===== src/rtl/serial_addsub.sv =====
// serial_addsub -- bit-serial adder/subtractor, one result bit per clock.
//
// Operations selected by mode (latched at accept):
//   00  two's complement add       A + B
//   01  two's complement subtract  A - B   (A + ~B + 1)
//   10  ones' complement add       A + B with end-around carry
//   11  two's complement negate    -A      (0 + ~A + 1, B ignored)
//
// Ports:
//   clk       rising-edge clock
//   rst_n     asynchronous active-low reset
//   start     request, sampled in IDLE (and on the edge leaving DONE)
//   mode[1:0] operation select
//   a, b      operands, WIDTH bits
//   busy      high from accept through the done cycle
//   done      one-cycle completion pulse
//   result    result, held until the next completion
//   carry     00 carry-out, 01 borrow, 10 end-around taken, 11 A==0
//   overflow  signed overflow (only with SERIAL_ADDSUB_OVF_EN defined,
//             otherwise tied to 0 with no logic built)
//
// Optional feature macro: SERIAL_ADDSUB_OVF_EN

module serial_addsub #(
  parameter int WIDTH = 8
) (
  input  logic             clk,
  input  logic             rst_n,
  input  logic             start,
  input  logic [1:0]       mode,
  input  logic [WIDTH-1:0] a,
  input  logic [WIDTH-1:0] b,
  output logic             busy,
  output logic             done,
  output logic [WIDTH-1:0] result,
  output logic             carry,
  output logic             overflow
);

  localparam int CW = (WIDTH > 1) ? $clog2(WIDTH) : 1;

  typedef enum logic [1:0] {IDLE, SHIFT, FIX, DONE} state_t;

  state_t           state, state_next;
  logic [WIDTH-1:0] a_q, b_q, sum_q;
  logic [1:0]       mode_q;
  logic [CW-1:0]    cnt;
  logic             cy;

  logic             accept, last, op_a, op_b, s_bit, c_out, flag_shift;
  logic [WIDTH-1:0] sum_shift, sum_inc;

  // A new request is taken in IDLE, and also on the edge leaving DONE so
  // that a held start produces back-to-back operations.
  always_comb begin
    accept    = start && ((state == IDLE) || (state == DONE));
    last      = (cnt == CW'(WIDTH - 1));
    op_a      = (mode_q == 2'b11) ? 1'b0 : a_q[cnt];
    case (mode_q)
      2'b01:   op_b = ~b_q[cnt];
      2'b11:   op_b = ~a_q[cnt];
      default: op_b = b_q[cnt];
    endcase
    s_bit     = op_a ^ op_b ^ cy;
    c_out     = (op_a & op_b) | (op_a & cy) | (op_b & cy);
    // Result bits enter at the MSB and move down, so after WIDTH shifts
    // bit 0 sits at the LSB.
    sum_shift = {s_bit, sum_q[WIDTH-1:1]};
    sum_inc   = sum_q + {{(WIDTH-1){1'b0}}, 1'b1};
    case (mode_q)
      2'b01:   flag_shift = ~c_out;
      2'b11:   flag_shift = (a_q == '0);
      default: flag_shift = c_out;
    endcase
  end

`ifdef SERIAL_ADDSUB_OVF_EN
  logic sign_a, sign_b, ovf_shift, ovf_fix;

  // Overflow compares the signs of the effective operands (after any
  // inversion) against the final result sign; negate overflows only on
  // the most negative value.
  always_comb begin
    sign_a = (mode_q == 2'b11) ? 1'b0 : a_q[WIDTH-1];
    case (mode_q)
      2'b01:   sign_b = ~b_q[WIDTH-1];
      2'b11:   sign_b = ~a_q[WIDTH-1];
      default: sign_b = b_q[WIDTH-1];
    endcase
    if (mode_q == 2'b11) begin
      ovf_shift = (a_q == {1'b1, {(WIDTH-1){1'b0}}});
    end else begin
      ovf_shift = (sign_a == sign_b) && (sign_a != sum_shift[WIDTH-1]);
    end
    ovf_fix = (sign_a == sign_b) && (sign_a != sum_inc[WIDTH-1]);
  end
`endif

  // Next-state logic.
  always_comb begin
    state_next = state;
    case (state)
      IDLE:  if (accept) state_next = SHIFT;
      SHIFT: if (last) state_next = ((mode_q == 2'b10) && c_out) ? FIX : DONE;
      FIX:   state_next = DONE;
      DONE:  state_next = accept ? SHIFT : IDLE;
      default: state_next = IDLE;
    endcase
  end

  always_ff @(posedge clk or negedge rst_n) begin
    if (!rst_n) begin
      state <= IDLE;
    end else begin
      state <= state_next;
    end
  end

  // Datapath and registered outputs. result/carry/overflow change only on
  // the edge that enters DONE.
  always_ff @(posedge clk or negedge rst_n) begin
    if (!rst_n) begin
      a_q    <= '0;
      b_q    <= '0;
      mode_q <= '0;
      sum_q  <= '0;
      cnt    <= '0;
      cy     <= 1'b0;
      busy   <= 1'b0;
      done   <= 1'b0;
      result <= '0;
      carry  <= 1'b0;
`ifdef SERIAL_ADDSUB_OVF_EN
      overflow <= 1'b0;
`endif
    end else begin
      busy <= (state_next != IDLE);
      done <= (state_next == DONE);
      if (accept) begin
        a_q    <= a;
        b_q    <= b;
        mode_q <= mode;
        sum_q  <= '0;
        cnt    <= '0;
        // Modes 01 and 11 need the +1 of a two's complement inversion.
        cy     <= mode[0];
      end else if (state == SHIFT) begin
        cnt   <= cnt + 1'b1;
        cy    <= c_out;
        sum_q <= sum_shift;
        if (last && (state_next == DONE)) begin
          result <= sum_shift;
          carry  <= flag_shift;
`ifdef SERIAL_ADDSUB_OVF_EN
          overflow <= ovf_shift;
`endif
        end
      end else if (state == FIX) begin
        // Negative zero (all ones) is deliberately left as is.
        result <= sum_inc;
        carry  <= 1'b1;
`ifdef SERIAL_ADDSUB_OVF_EN
        overflow <= ovf_fix;
`endif
      end
    end
  end

`ifndef SERIAL_ADDSUB_OVF_EN
  assign overflow = 1'b0;
`endif

endmodule

===== config.mk =====
export PLATFORM = sky130hd
export DESIGN_NAME = serial_addsub
export DESIGN_NICKNAME = d
export VERILOG_FILES = /design/src/rtl/serial_addsub.sv
export SDC_FILE = /design/constraint.sdc
export NUM_CORES = 1
export LEC_CHECK = 0
export CORE_AREA = 2 2 68 70
export CTS_BUF_LIST = sky130_fd_sc_hd__clkbuf_8
export CTS_CLUSTER_DIAMETER = 80
export DETAILED_ROUTE_END_ITERATION = 16
export DIE_AREA = 0 0 70 72
export HOLD_SLACK_MARGIN = 0.1
export PLACE_DENSITY = 0.82
export SLEW_MARGIN = 25
export SYNTH_ARGS = -nofsm -noshare
export SYNTH_HDL_FRONTEND = slang
export SYNTH_SLANG_ARGS = --single-unit

===== constraint.sdc =====
create_clock -name clk -period 4.05 [get_ports clk]
set_input_delay 1.0125 -clock clk [delete_from_list [all_inputs] [get_ports clk]]
set_output_delay 1.0125 -clock clk [all_outputs]
set_load 0.01 [all_outputs]

==> flow_summary.toml <==
[final_layout]
drive_gt1_share_pct = 17.0
layout_commonest_cell = "dfrtp_1"
nFillCells = 352
area_growth_pct = 19.5
fin_nets = 258
final_cell_mix = "dfrtp_1 (43), clkdlybuf4s50_1 (30), mux2_2 (17), nor2_1 (13)"
n_antenna_cell = 0

[logic_synthesis]
ys_types = 45
netlist_area_sq_um = 2320
synth_top_cells_by_area = "dfrtp_1 (46%), mux2_2 (8.3%), mux2i_1 (4.7%)"
synth-edff-count = 0
async_reset_ff_share_pct = 100
synth_top_cell_area_share_pct = 46.4
synth-seq-cells = 43
synth_area_per_cell_sq_um = 11.5
ys_seq_area_share_pct = 46.4
synth_largest_area_cell = "dfrtp_1"
syn_nets = 230
netlist_instances = 201
synth_ff_type = "dfrtp_1"
ys_warn_count = 0

[placed_design]
gp_congestion = 0.824
numPortBuffers = 31
post-place-ws_ps = 795
place_hpwl_mm = 3.35

[clock_tree]
cts_tree = "yes"
cts_resized = 0
root_buffer = "clkbuf_8"
clock_sinks = 43
postCtsHoldBufs = 0
cts-htree-levels = 2
cts_inserted_buffers = 5
clockBufferDepth = 2
cts_setup_buffers = 0
path_clk_slew_ps = 80
insertion_delay_ps = 300

[power]
p_int_mw = 1.42
vdd_drop_max_mv = 0.413
pwr-share-clk_pct = 14.5
power_frac_seq_pct = 35.5
switching_share_pct = 39.7
leakage_nw = 1.14
comb_power_share_pct = 49.9
net-switching-power_mw = 0.935
powerDensity_nw_per_um2 = 851

[sta]
min_period_ps = 3280
finalMaxSlewViolations = 0
setup_tns_ps = 0
rsz0062_at_grt = "no"
finalCritPeriodShare_pct = 81.0
slew_headroom_pct = 47.0
tightest_slew_ps = 791
finalHoldViolations = 0
fin_ws_ps = 771
skew_ps = 9.78
setup_viol = 0
fmax_mhz = 305

[worst_setup_path]
cp_max_fo = 9
crit_type = "flop to flop"
cp-end-kind = "flop"
crit_arrival_ps = 3470
crit_path_start_kind = "flop"
cp.required_ps = 4240

[grt]
grt.overflow.total = 0
antenna_found_initial = 0
grt_max_degree = 44
grt_pass1_vias = 1720
track_usage_pct = 19.7
grt_pass1_wl_mm = 7.87

[floorplanning]
row_count = 24
initial_core_util_pct = 54.4
dieArea_sq_um = 5040
pin_count = 33
die_x_um = 70
core_sq_um = 4260
die_h_um = 72

[detailed_routing]
drt-total-wl_mm = 4.59
drcViolationCount = 0
postRouteAntennaNets = 0
vias_per_cell = 6.06
firstDrtPassIters = 4
post_drt_wl_per_cell_um = 16.3
vias = 1709
drtIter0Drc = 121

[status]
status = "completed"

[run]
cap_violations = 0

[worst_hold_path]
hp-class = "flop to flop"
## final cells by class
cell class                      count  area [sq um]  area share (%)
Multi-Input combinational cell    139          1160            42.0
Sequential cell                    43          1080            38.8
Timing Repair Buffer               33           323            11.6
Clock buffer                        6          82.6            2.98
Tap cell                           52          65.1            2.35
Clock inverter                      2          35.0            1.26
Inverter                            7          26.3           0.948
## synth_stat cells (4+ instances only)
cell,count
a31oi_1,8
buf_2,5
dfrtp_1,43
ha_1,7
inv_1,7
mux2_2,17
mux2i_1,11
mux4_2,4
nand2_1,11
nand4_1,7
nor2_1,13
nor4_1,5
o22ai_1,5
o31ai_1,7
## power by group through the flow
| stage | Sequential, mW | Clock [mW] | Combinational (mW) |
|---|---|---|---|
| after floorplan | 0.789 | 0 | 0.904 |
| after global placement | 0.836 | 0 | 1.15 |
| after detailed placement | 0.845 | 0 | 1.18 |
| after CTS | 0.837 | 0.352 | 1.19 |
| after global routing | 0.867 | 0.368 | 1.31 |
| final | 0.838 | 0.342 | 1.18 |
## state kept, by name (all words and copies together) (netlist names), 2 cells and up
register	cells
result	8
state	2
b_q	8
a_q	8
sum_q	8
mode_q	2
cnt	3
## worst paths after layout
check,startpoint,end,slack [ps],cells past startpoint
worst min-delay path,b_q[6]$_DFFE_PN0P_,b_q[6]$_DFFE_PN0P_,510,1
worst max-delay path,cnt[0]$_DFFE_PN0P_,result[0]$_DFFE_PN0P_,770,9
worst min register to register,b_q[6]$_DFFE_PN0P_,b_q[6]$_DFFE_PN0P_,510,1
worst max register to register,cnt[0]$_DFFE_PN0P_,result[0]$_DFFE_PN0P_,770,9
min in group asynchronous,rst_n,result[1]$_DFFE_PN0P_,690,1
max in group asynchronous,rst_n,a_q[5]$_DFFE_PN0P_,2990,1
## logic make-up (layout without fill, tap and decap cells)
kind of cell,Yosys count,after routing,share of synthesized area (%)
xor gates and xnor gates,4,4,1.51
muxes,32,32,16.9
buffers and inverters,19,48,3.51
DFF,43,43,46.4
other,1,1,0.162
adders and majority gates,8,8,4.64
AOI/OAI and AO/OA,44,44,15.6
and+or+nand+nor,50,50,11.3
## metal layers
layer	global-route usage [%]	up-vias	share of wire, %
met4	6.20	0	0.85
met2	33.3	48	52
met3	5.28	4	5.0
li1	-	815	-
met1	25.1	842	42
met5	0	-	0
## worst max-delay path: stages, from the launching register on
cell      delay, ps
dfrtp_1         520
mux4_2          530
nor2b_1         150
a211o_1         270
a31oi_1         200
fa_1            270
nand4b_1        150
a221oi_2        580
nor4_1          150
a311o_1         350
## per-stage QoR
stage               util, %  cell area [sq um]  instances  total power [mW]  hold WS (ps)
floorplan                 -               2320        201              1.69           475
global placement       62.2               2650        274              1.98           489
detailed placement     62.2               2650        274              2.03           492
CTS                    64.9               2770        282              2.37           511
global route           65.0               2770        282              2.54           547
finish                 65.0               2770        282              2.36           509
Note: power is estimated with default switching activity, not from simulation.
